--- config.mk ---
export PLATFORM = sky130hd
export DESIGN_NAME = hazard_stall_ctrl
export DESIGN_NICKNAME = d
export VERILOG_FILES = /design/src/rtl/hazard_stall_ctrl.sv
export SDC_FILE = /design/constraint.sdc
export NUM_CORES = 1
export LEC_CHECK = 0
export ABC_AREA = 1
export CORE_MARGIN = 4
export CORE_UTILIZATION = 45
export DETAILED_ROUTE_END_ITERATION = 8
export HOLD_SLACK_MARGIN = 0.08
export PLACE_DENSITY_LB_ADDON = 0.3
export SKIP_CTS_REPAIR_TIMING = 1
export SLEW_MARGIN = 10
export SYNTH_ARGS = -nofsm -noshare
export SYNTH_HDL_FRONTEND = slang
export SYNTH_SLANG_ARGS = --single-unit
--- constraint.sdc ---
create_clock -name clk -period 2.65 [get_ports clk]
set_clock_uncertainty 0.1 [all_clocks]
set_input_delay 0.53 -clock clk [delete_from_list [all_inputs] [get_ports clk]]
set_output_delay 0.53 -clock clk [all_outputs]
set_load 0.01 [all_outputs]
--- src/rtl/hazard_stall_ctrl.sv ---
// hazard_stall_ctrl
//   Pipeline sequencing controller for the two-slot (ALU + MEM) VLIW core.
//   - Detects load-use hazards that forwarding cannot cover and inserts
//     LOAD_BUBBLES bubbles into p2. It does this by holding PC/p1 and
//     loading NOP into p2.
//   - Freezes the whole pipeline while a p3 memory access waits on
//     mem_ready. A watchdog releases the freeze after MEM_TIMEOUT cycles
//     and raises a sticky mem_err.
//   - Keeps a saturating count of stalled/frozen cycles.
//
// Ports
//   clk, rst                   : clock (rising edge), synchronous active-high reset
//   p1_aluOpcode/p1_memOpcode  : decode-stage opcodes of the ALU and MEM slots
//   p1_opcodeA_rm/_rn          : decode-stage ALU source registers
//   p1_opcodeM_rn/_rd          : decode-stage MEM address / store-data registers
//   p2_memOpcode, p2_mem_regWrite, p2_opcodeM_rd : execute-stage MEM slot
//   p3_memOpcode, mem_ready    : memory-stage opcode and completion strobe
//   stall_front                : hold PC and p1
//   bubble_p2                  : load NOP into both p2 slots
//   freeze                     : hold p1..p4 and PC, suppress RF writes
//   mem_req                    : p3 holds a memory access
//   mem_err                    : sticky watchdog-timeout flag
//   state                      : 0 RUN, 1 LU_STALL, 2 MEM_WAIT
//   stall_cycles               : saturating count of stall_front|freeze cycles
module hazard_stall_ctrl #(
  parameter logic [4:0]  NOP_OPCODE   = 5'd0,
  parameter logic [4:0]  LOAD_OPCODE  = 5'd8,
  parameter logic [4:0]  STORE_OPCODE = 5'd9,
  parameter int unsigned LOAD_BUBBLES = 1,
  parameter int unsigned MEM_TIMEOUT  = 8
) (
  input  logic        clk,
  input  logic        rst,
  input  logic [4:0]  p1_aluOpcode,
  input  logic [4:0]  p1_memOpcode,
  input  logic [2:0]  p1_opcodeA_rm,
  input  logic [2:0]  p1_opcodeA_rn,
  input  logic [2:0]  p1_opcodeM_rn,
  input  logic [2:0]  p1_opcodeM_rd,
  input  logic [4:0]  p2_memOpcode,
  input  logic        p2_mem_regWrite,
  input  logic [2:0]  p2_opcodeM_rd,
  input  logic [4:0]  p3_memOpcode,
  input  logic        mem_ready,
  output logic        stall_front,
  output logic        bubble_p2,
  output logic        freeze,
  output logic        mem_req,
  output logic        mem_err,
  output logic [1:0]  state,
  output logic [15:0] stall_cycles
);

  typedef enum logic [1:0] {
    RUN      = 2'd0,
    LU_STALL = 2'd1,
    MEM_WAIT = 2'd2
  } state_t;

  // Bubbles still owed after the one issued in the hazard cycle itself.
  localparam logic [1:0] LU_RELOAD  = 2'(LOAD_BUBBLES - 1);
  localparam logic [7:0] WAIT_LIMIT = 8'(MEM_TIMEOUT);

  function automatic logic [15:0] satInc16(input logic [15:0] v);
    return (v == 16'hFFFF) ? v : v + 16'd1;
  endfunction

  state_t      curState, nxtState;
  logic [1:0]  luCnt, nxtLu;
  logic [7:0]  waitCnt, nxtWait;
  logic        memErr, setErr;
  logic [15:0] stallCnt;

  logic aluActive, memActive, isStore, hazardLu;
  logic memReq, memBusy;
  logic stallFront, freezeInt;
  logic evalRun, evalLu, busyEff;

  // Decode-stage source matching against the loaded register (r0 included).
  assign aluActive = (p1_aluOpcode != NOP_OPCODE);
  assign memActive = (p1_memOpcode != NOP_OPCODE);
  assign isStore   = (p1_memOpcode == STORE_OPCODE);

  assign hazardLu = (p2_memOpcode == LOAD_OPCODE) && p2_mem_regWrite &&
                    ((aluActive && ((p1_opcodeA_rm == p2_opcodeM_rd) ||
                                    (p1_opcodeA_rn == p2_opcodeM_rd))) ||
                     (memActive && (p1_opcodeM_rn == p2_opcodeM_rd)) ||
                     (isStore   && (p1_opcodeM_rd == p2_opcodeM_rd)));

  assign memReq  = (p3_memOpcode != NOP_OPCODE);
  assign memBusy = memReq && !mem_ready;

  always_comb begin
    stallFront = 1'b0;
    freezeInt  = 1'b0;
    nxtState   = curState;
    nxtLu      = luCnt;
    nxtWait    = waitCnt;
    setErr     = 1'b0;
    evalRun    = 1'b0;
    evalLu     = 1'b0;
    busyEff    = memBusy;

    case (curState)
      RUN:      evalRun = 1'b1;
      LU_STALL: evalLu  = 1'b1;
      MEM_WAIT: begin
        if (!mem_ready && (waitCnt < WAIT_LIMIT)) begin
          freezeInt = 1'b1;
          nxtWait   = waitCnt + 8'd1;
        end else begin
          // Exit cycle: p3 is released (ready or watchdog), so the cycle is
          // handled like the bubble/run logic with no memory stall pending.
          setErr  = !mem_ready;
          busyEff = 1'b0;
          evalLu  = (luCnt != 2'd0);
          evalRun = (luCnt == 2'd0);
        end
      end
      default:  nxtState = RUN;
    endcase

    if (evalRun || evalLu) begin
      if (busyEff) begin
        // Freeze wins; any owed bubbles stay in luCnt until the wait ends.
        freezeInt = 1'b1;
        nxtWait   = 8'd1;
        nxtState  = MEM_WAIT;
      end else if (evalLu) begin
        stallFront = 1'b1;
        nxtLu      = luCnt - 2'd1;
        nxtState   = (luCnt == 2'd1) ? RUN : LU_STALL;
      end else if (hazardLu) begin
        stallFront = 1'b1;
        if (LOAD_BUBBLES > 1) begin
          nxtLu    = LU_RELOAD;
          nxtState = LU_STALL;
        end else begin
          nxtState = RUN;
        end
      end else begin
        nxtState = RUN;
      end
    end
  end

  always_ff @(posedge clk) begin
    if (rst) begin
      curState <= RUN;
      luCnt    <= 2'd0;
      waitCnt  <= 8'd0;
      memErr   <= 1'b0;
      stallCnt <= 16'd0;
    end else begin
      curState <= nxtState;
      luCnt    <= nxtLu;
      waitCnt  <= nxtWait;
      if (setErr) memErr <= 1'b1;
      if (stallFront || freezeInt) stallCnt <= satInc16(stallCnt);
    end
  end

  // Everything reads as zero while reset is held, including the registered
  // outputs during the reset cycle itself.
  assign stall_front  = !rst && stallFront;
  assign bubble_p2    = !rst && stallFront;
  assign freeze       = !rst && freezeInt;
  assign mem_req      = !rst && memReq;
  assign mem_err      = !rst && memErr;
  assign state        = rst ? 2'd0 : curState;
  assign stall_cycles = rst ? 16'd0 : stallCnt;

endmodule

==> impl_metrics.csv, run 1 <==
group,metric,value,unit
layout,stdcell_count,432,
power,intPower,0.754,mW
hold_path,worstHoldStart,"waitCnt[4]$_SDFF_PP0_",
logic_synthesis,ys_seq_elements,29,
timing,finalSetupViolations,0,
global_routing,gr-total-overflow,0,
routing,avg_wl_per_cell,11.3,µm
clocking,clock_tree.root_cell,"sky130_fd_sc_hd__clkbuf_8",
setup_path,critical_path_startpoint_category,"input pin",
logic_synthesis,seq_area_frac_synth,27.1,%
setup_path,critPathKind,"in2out",
power,finalPower,1.06,mW
global_routing,fraction_of_met2_tracks_used_by_global_routing,27.4,%
placement,post_dp_cell_area,2860,µm²
setup_path,endpoint_kind_of_the_worst_setup_timing_path,"output port",
global_routing,grt_pass1_vias,2003,
setup_path,worstPathCellList,"clkdlybuf4s50_1 -> buf_4 -> nor2_1 -> clkdlybuf4s50_1",
power,power_frac_seq,43.0,%
placement,dp.cells,424,
routing,post_detailed_routing_wire_length,4870,µm
global_routing,groute.usage.overall,17.5,%
floorplanning,io_pins,62,
global_routing,initial_antenna_violation_count,0,
setup_path,cpPeakStageDelay,0.57,ns
setup_path,cpMostUsedCell,"sky130_fd_sc_hd__clkdlybuf4s50_1",
timing,worst_pin_slew,0.315,ns
global_routing,globalRoute.busiestLayer,"met2",
clocking,cts-buffers-inserted,5,
floorplanning,floorplan.die.width,77.0,µm
routing,antenna_violating_nets_post_route,0,
timing,timing.final.ws_setup,0.0883,ns
layout,antennaDiodeCount,0,
power,p_comb_share,23.6,%
timing,finalMaxSlewViolations,0,
clocking,clkSlewWorstSetupHoldPaths,0.06,ns
timing,timing.final.crit_period,2.56,ns
run,drv_cap,0,
floorplanning,die_h,77.0,µm
layout,finalNetCount,426,
logic_synthesis,synth_cells,308,
placement,pre_cts_ws,-0.344,ns
logic_synthesis,synth_edf_count,0,
timing,max_freq,0.390,GHz
power,power.clock.fraction,33.4,%
setup_path,timing.reg2reg.setup_slack,0.56,ns
setup_path,critical_path.reg2reg.endpoint,"stallCnt[9]$_SDFFE_PP0P_",
placement,gp_congestion,0.810,
logic_synthesis,synth_cell_types,32,
logic_synthesis,postSynth.topFlopCell,"sky130_fd_sc_hd__dfxtp_1",
placement,buffer_ports.inserted,61,
floorplanning,rows,24,
outcome,status,"complete, no violations",
timing,slew_headroom,78.8,%
setup_path,worst_r2r_path_depth,9,
layout,ratio_of_cells_with_drive_above_1_in_the_final_layout,18.7,%
power,net-switching-power,0.303,mW
routing,first_pass_iters,4,
setup_path,cp.arrival,1.93,ns
logic_synthesis,yosysTopAreaCellShare,27.1,%
global_routing,pin_count_of_the_biggest_net_entering_global_routing,32,
hold_path,worst_hold_path_type,"reg2reg",
setup_path,worst_path_max_delay_cell,"sky130_fd_sc_hd__clkdlybuf4s50_1",
power,powerDensity,359,nW/µm²
power,power.share.switching,28.6,%
placement,dp_hpwl,3860,µm
layout,syn_to_final_growth,37.5,%
clocking,cts.htree.levels,2,
logic_synthesis,ys.warnings.count,0,
setup_path,worst_ep_required_time,2.02,ns
logic_synthesis,mappedNetlistNets,355,
global_routing,grt_pass1_wl,8660,µm
hold_path,hold_path_end,"waitCnt[4]$_SDFF_PP0_",
setup_path,crit-reg2reg-launch,"stallCnt[0]$_SDFFE_PP0P_",
timing,hold_viol,0,
clocking,cts_max_path_buffers,2,
logic_synthesis,synth_area_per_cell,6.96,µm²
global_routing,grt.met3_usage,4.45,%
setup_path,crit_path_max_fanout,8,
layout,design_area,2950,µm²
routing,drt_first_iter_violations,78,
hold_path,hold-path-cell-count,2,
logic_synthesis,post_synthesis_instance_area,2140,µm²
floorplanning,dieArea,5930,µm²
clocking,clock_insertion_delay_worst_skew,0.29,ns
floorplanning,initial_utilization,47.9,%
clocking,cts_tree,"done",
routing,avgViaCountPerCell,4.77,
clocking,cts_sinks,29,
logic_synthesis,postSynth.asyncResetShare,0,%
logic_synthesis,synth_top_cells_by_area,"sky130_fd_sc_hd__dfxtp_1 27%, sky130_fd_sc_hd__nor2_1 8.2%, sky130_fd_sc_hd__inv_1 7.5%",
global_routing,use_met1,23.0,%
logic_synthesis,cell_type_with_the_highest_aggregate_area_in_the_netlist,"sky130_fd_sc_hd__dfxtp_1",
routing,num_vias,2061,
timing,post-route-period-util,96.7,%
routing,detail_route.drc_violations,0,
power,power.leakage,1.23,nW
floorplanning,design.core.area,4470,µm²
power,vdd.ir_drop.worst,0.000301,V
[synthesized netlist by cell type, types with 2 or more instances]
master	instances
sky130_fd_sc_hd__nor2_2	3
sky130_fd_sc_hd__inv_1	43
sky130_fd_sc_hd__xnor2_1	8
sky130_fd_sc_hd__buf_4	3
sky130_fd_sc_hd__nand4_1	2
sky130_fd_sc_hd__xor2_1	13
sky130_fd_sc_hd__nand2_4	4
sky130_fd_sc_hd__o21ai_0	4
sky130_fd_sc_hd__a21oi_2	10
sky130_fd_sc_hd__buf_2	3
sky130_fd_sc_hd__dfxtp_1	29
sky130_fd_sc_hd__nand2_1	40
sky130_fd_sc_hd__nor2_1	47
sky130_fd_sc_hd__clkinv_2	2
sky130_fd_sc_hd__nor2_4	3
sky130_fd_sc_hd__inv_2	4
sky130_fd_sc_hd__nand3b_1	3
sky130_fd_sc_hd__nand3_1	31
sky130_fd_sc_hd__ha_1	8
sky130_fd_sc_hd__nand2_2	18
sky130_fd_sc_hd__a21oi_1	12
sky130_fd_sc_hd__nor3_1	8
[power by group through the flow]
stage               clock network, mW  logic [mW]  registers, mW
CTS                             0.360       0.252          0.455
global route                    0.380       0.274          0.456
global placement                    0       0.249          0.464
detailed placement                  0       0.251          0.464
finish                          0.353       0.250          0.455
floorplan                           0       0.148          0.462
[placed cells by master, fill, tap and decap left out, types with 2 or more instances in the layout]
master and n:
sky130_fd_sc_hd__a21oi_1 12, sky130_fd_sc_hd__clkinv_2 4, sky130_fd_sc_hd__dlymetal6s2s_1 4, sky130_fd_sc_hd__clkdlybuf4s50_1 55, sky130_fd_sc_hd__ha_1 8, sky130_fd_sc_hd__o21ai_0 4, sky130_fd_sc_hd__nand2_2 18, sky130_fd_sc_hd__dfxtp_1 29
sky130_fd_sc_hd__nand3b_1 3, sky130_fd_sc_hd__inv_1 43, sky130_fd_sc_hd__xnor2_1 8, sky130_fd_sc_hd__nor2_2 4, sky130_fd_sc_hd__nand3_1 31, sky130_fd_sc_hd__inv_2 4, sky130_fd_sc_hd__clkbuf_8 5, sky130_fd_sc_hd__nand2_4 4
sky130_fd_sc_hd__nor2_1 46, sky130_fd_sc_hd__nand4_1 2, sky130_fd_sc_hd__nand2_1 40, sky130_fd_sc_hd__buf_12 2, sky130_fd_sc_hd__clkbuf_2 2, sky130_fd_sc_hd__a21oi_2 10, sky130_fd_sc_hd__buf_4 10, sky130_fd_sc_hd__nor3_1 8
sky130_fd_sc_hd__nor2_4 3, sky130_fd_sc_hd__xor2_1 13
[final cells by class]
| class | instances | area [µm²] |
|---|---|---|
| fillers | 390 | 1530 |
| multi-input cells | 221 | 1310 |
| repair buffers | 73 | 726 |
| flip-flops and latches | 29 | 581 |
| inverters | 49 | 186 |
| clock buffers | 6 | 72.6 |
| well taps | 52 | 65.1 |
| clock inverters | 2 | 10.0 |
[sequential cells by signal (all words and copies together), names as in the netlist]
name / count
curState: 2
luCnt: 2
memErr: 1
stallCnt: 16
waitCnt: 8
[kinds of logic after synthesis]
kind of cell | after synthesis | share of synthesized area, %
flip-flops | 29 | 27.1
buffers and inverters | 58 | 12.1
AO/OA/AOI/OAI | 29 | 9.16
AND/OR/NAND/NOR | 163 | 38.4
adder cells (fa/ha/maj) | 8 | 4.67
XOR/XNOR | 21 | 8.58
[stage by stage]
stage / utilization, % / setup TNS, ns / hold WS (ns)
final: 65.9 / 0 / 0.338
after global routing: 65.9 / -0.00847 / 0.362
after CTS: 65.8 / -0.912 / 0.340
after detailed placement: 64.0 / -0.917 / 0.330
after global placement: 64.0 / -0.872 / 0.327
after floorplan: - / 0 / 0.320
[critical path, delay by kind of cell]
kind	cells	cell delay (ns)
simple gates	1	0.16
buf+inv	3	1.24
[per-layer routing]
metal	up-vias	wire [µm]	part of all wire [%]
li1	1106	-	-
met1	887	2310	47
met2	56	2160	44
met3	12	302	6.2
met4	0	95	2.0
met5	-	0	0
[worst max-delay path by stage]
stage | startpoint | end | cells after the start
2_1_floorplan | p3_memOpcode[3] | stall_front | 10
3_3_place_gp | p2_opcodeM_rd[0] | bubble_p2 | 12
3_5_place_dp | p2_opcodeM_rd[0] | bubble_p2 | 12
4_1_cts | p2_opcodeM_rd[1] | bubble_p2 | 12
5_1_grt | p3_memOpcode[3] | bubble_p2 | 11
6_report | rst | state[1] | 4
(Power assumes the default switching activity.)
==> run 2: changes to the inputs <==
CELL_PAD_IN_SITES_DETAIL_PLACEMENT = 1   (was not set)
CELL_PAD_IN_SITES_GLOBAL_PLACEMENT = 2   (was not set)
CORE_UTILIZATION = 28   (was 45)
==> impl_metrics.csv, run 2 (same netlist as run 1, synthesis figures left out) <==
group,metric,value,unit
outcome,status,"complete, no violations",
power,intPower,0.753,mW
timing,finalMaxSlewViolations,0,
placement,buffer_ports.inserted,61,
layout,antennaDiodeCount,0,
routing,num_vias,2110,
floorplanning,die_h,95.5,µm
power,p_comb_share,24.1,%
setup_path,cp.arrival,1.91,ns
floorplanning,initial_utilization,29.3,%
layout,finalNetCount,431,
clocking,cts_sinks,29,
routing,first_pass_iters,4,
clocking,clock_insertion_delay_worst_skew,0.28,ns
clocking,cts.htree.levels,2,
floorplanning,design.core.area,7330,µm²
power,powerDensity,351,nW/µm²
power,power.clock.fraction,33.4,%
timing,rsz_0062_raised_after_global_routing,"false",
routing,post_detailed_routing_wire_length,5910,µm
setup_path,crit_path_max_fanout,26,
power,power.share.switching,29.6,%
floorplanning,rows,31,
floorplanning,dieArea,9120,µm²
routing,avgViaCountPerCell,4.36,
placement,dp_hpwl,4800,µm
routing,antenna_violating_nets_post_route,0,
timing,hold_viol,0,
power,finalPower,1.07,mW
timing,hold-worst-slack,0.343,ns
layout,fill_cells,924,
run,drv_cap,0,
layout,largest_register_ffs,16,
setup_path,timing.reg2reg.setup_slack,0.50,ns
clocking,cts_tree,"done",
floorplanning,io_pins,62,
power,power.leakage,1.27,nW
timing,slew_headroom,77.6,%
power,net-switching-power,0.317,mW
global_routing,pin_count_of_the_biggest_net_entering_global_routing,27,
floorplanning,floorplan.die.width,95.5,µm
global_routing,grt_pass1_vias,2235,
layout,top_register,"stallCnt",
timing,max_freq,0.394,GHz
layout,most-common-layout-cells,"54 x sky130_fd_sc_hd__clkdlybuf4s50_1, 46 x sky130_fd_sc_hd__nor2_1, 42 x sky130_fd_sc_hd__inv_1",
hold_path,worst_hold_path_type,"reg2reg",
clocking,clkSlewWorstSetupHoldPaths,0.06,ns
routing,avg_wl_per_cell,12.2,µm
hold_path,worstHoldStart,"waitCnt[7]$_SDFF_PP0_",
global_routing,groute.usage.overall,13.5,%
routing,drt_first_iter_violations,66,
setup_path,worst_r2r_path_depth,9,
timing,post-route-period-util,95.8,%
power,power_frac_seq,42.5,%
setup_path,critical_path_startpoint_category,"input pin",
global_routing,gr-total-overflow,0,
setup_path,critical_path.endpoint,"stall_cycles[7]",
clocking,cts-buffers-inserted,5,
setup_path,critPathKind,"in2out",
power,vdd.ir_drop.worst,0.000229,V
timing,worst_pin_slew,0.333,ns
clocking,cts_max_path_buffers,2,
layout,final_common_cell,"sky130_fd_sc_hd__clkdlybuf4s50_1",
timing,finalSetupViolations,0,
setup_path,critical_path.reg2reg.endpoint,"stallCnt[15]$_SDFFE_PP0P_",
layout,ratio_of_cells_with_drive_above_1_in_the_final_layout,20.3,%
placement,gp_congestion,0.797,
setup_path,crit_path_start,"rst",
global_routing,initial_antenna_violation_count,0,
routing,detail_route.drc_violations,0,
setup_path,crit-reg2reg-launch,"stallCnt[0]$_SDFFE_PP0P_",
clocking,clock_tree.root_cell,"sky130_fd_sc_hd__clkbuf_8",
global_routing,grt_pass1_wl,9920,µm
setup_path,worst_ep_required_time,2.02,ns
layout,final_core_util,41.6,%
setup_path,endpoint_kind_of_the_worst_setup_timing_path,"output port",
timing,fin_tns_setup,0,ns
layout,syn_to_final_growth,42.2,%
timing,timing.final.crit_period,2.54,ns
layout,reg_top3,"stallCnt: 16 flops, waitCnt: 8 flops",
run 2: cell count changes in the layout (fill, tap and decap cells not counted), moves of 2 or more:
cell,delta
sky130_fd_sc_hd__buf_12,-2
sky130_fd_sc_hd__buf_4,+6
sky130_fd_sc_hd__nand2_2,-2
sky130_fd_sc_hd__nand2_4,+2
run 2: worst min-delay path by stage:
stage	to	slack (ns)	depth (start not counted)
6_report	waitCnt[7]$_SDFF_PP0_	0.34	2
3_3_place_gp	waitCnt[4]$_SDFF_PP0_	0.33	2
4_1_cts	waitCnt[7]$_SDFF_PP0_	0.35	2
5_1_grt	waitCnt[4]$_SDFF_PP0_	0.36	2
2_1_floorplan	waitCnt[4]$_SDFF_PP0_	0.32	2
3_5_place_dp	waitCnt[4]$_SDFF_PP0_	0.34	2
run 2: per-stage QoR:
stage / std cells / worst slack [ns] / cell area (µm²)
finish: 484 / 0.111 / 3050
global route: 484 / 0.000892 / 3050
CTS: 483 / -0.416 / 3010
detailed placement: 475 / -0.410 / 2930
global placement: 475 / -0.351 / 2930
floorplan: 308 / 0.482 / 2140
run 2: area by class of cell:
| cell class | instances | area, µm² | share of cell area [%] |
|---|---|---|---|
| Multi-Input combinational cell | 221 | 1330 | 43.6 |
| Timing Repair Buffer | 78 | 744 | 24.4 |
| Sequential cell | 29 | 581 | 19.0 |
| Inverter | 49 | 188 | 6.16 |
| Tap cell | 99 | 124 | 4.06 |
| Clock buffer | 6 | 72.6 | 2.38 |
| Clock inverter | 2 | 10.0 | 0.328 |
run 2: worst max-delay path, stage by stage:
cell and delay, ns:
sky130_fd_sc_hd__clkdlybuf4s50_1 0.47, sky130_fd_sc_hd__buf_4 0.30, sky130_fd_sc_hd__nor2_1 0.08, sky130_fd_sc_hd__clkdlybuf4s50_1 0.50
run 2: power by group through the flow:
stage / registers [mW] / clock network, mW / logic [mW]
global placement: 0.464 / 0 / 0.256
CTS: 0.455 / 0.376 / 0.260
detailed placement: 0.465 / 0 / 0.258
finish: 0.454 / 0.358 / 0.258
floorplan: 0.462 / 0 / 0.148
global route: 0.456 / 0.387 / 0.286
run 2: metal layers:
metal	vias up	track usage, %	wire length [µm]
li1	1110	-	-
met1	958	17.3	2900
met2	40	22.9	2700
met3	2	3.24	280
met4	0	2.84	29
met5	-	0	0
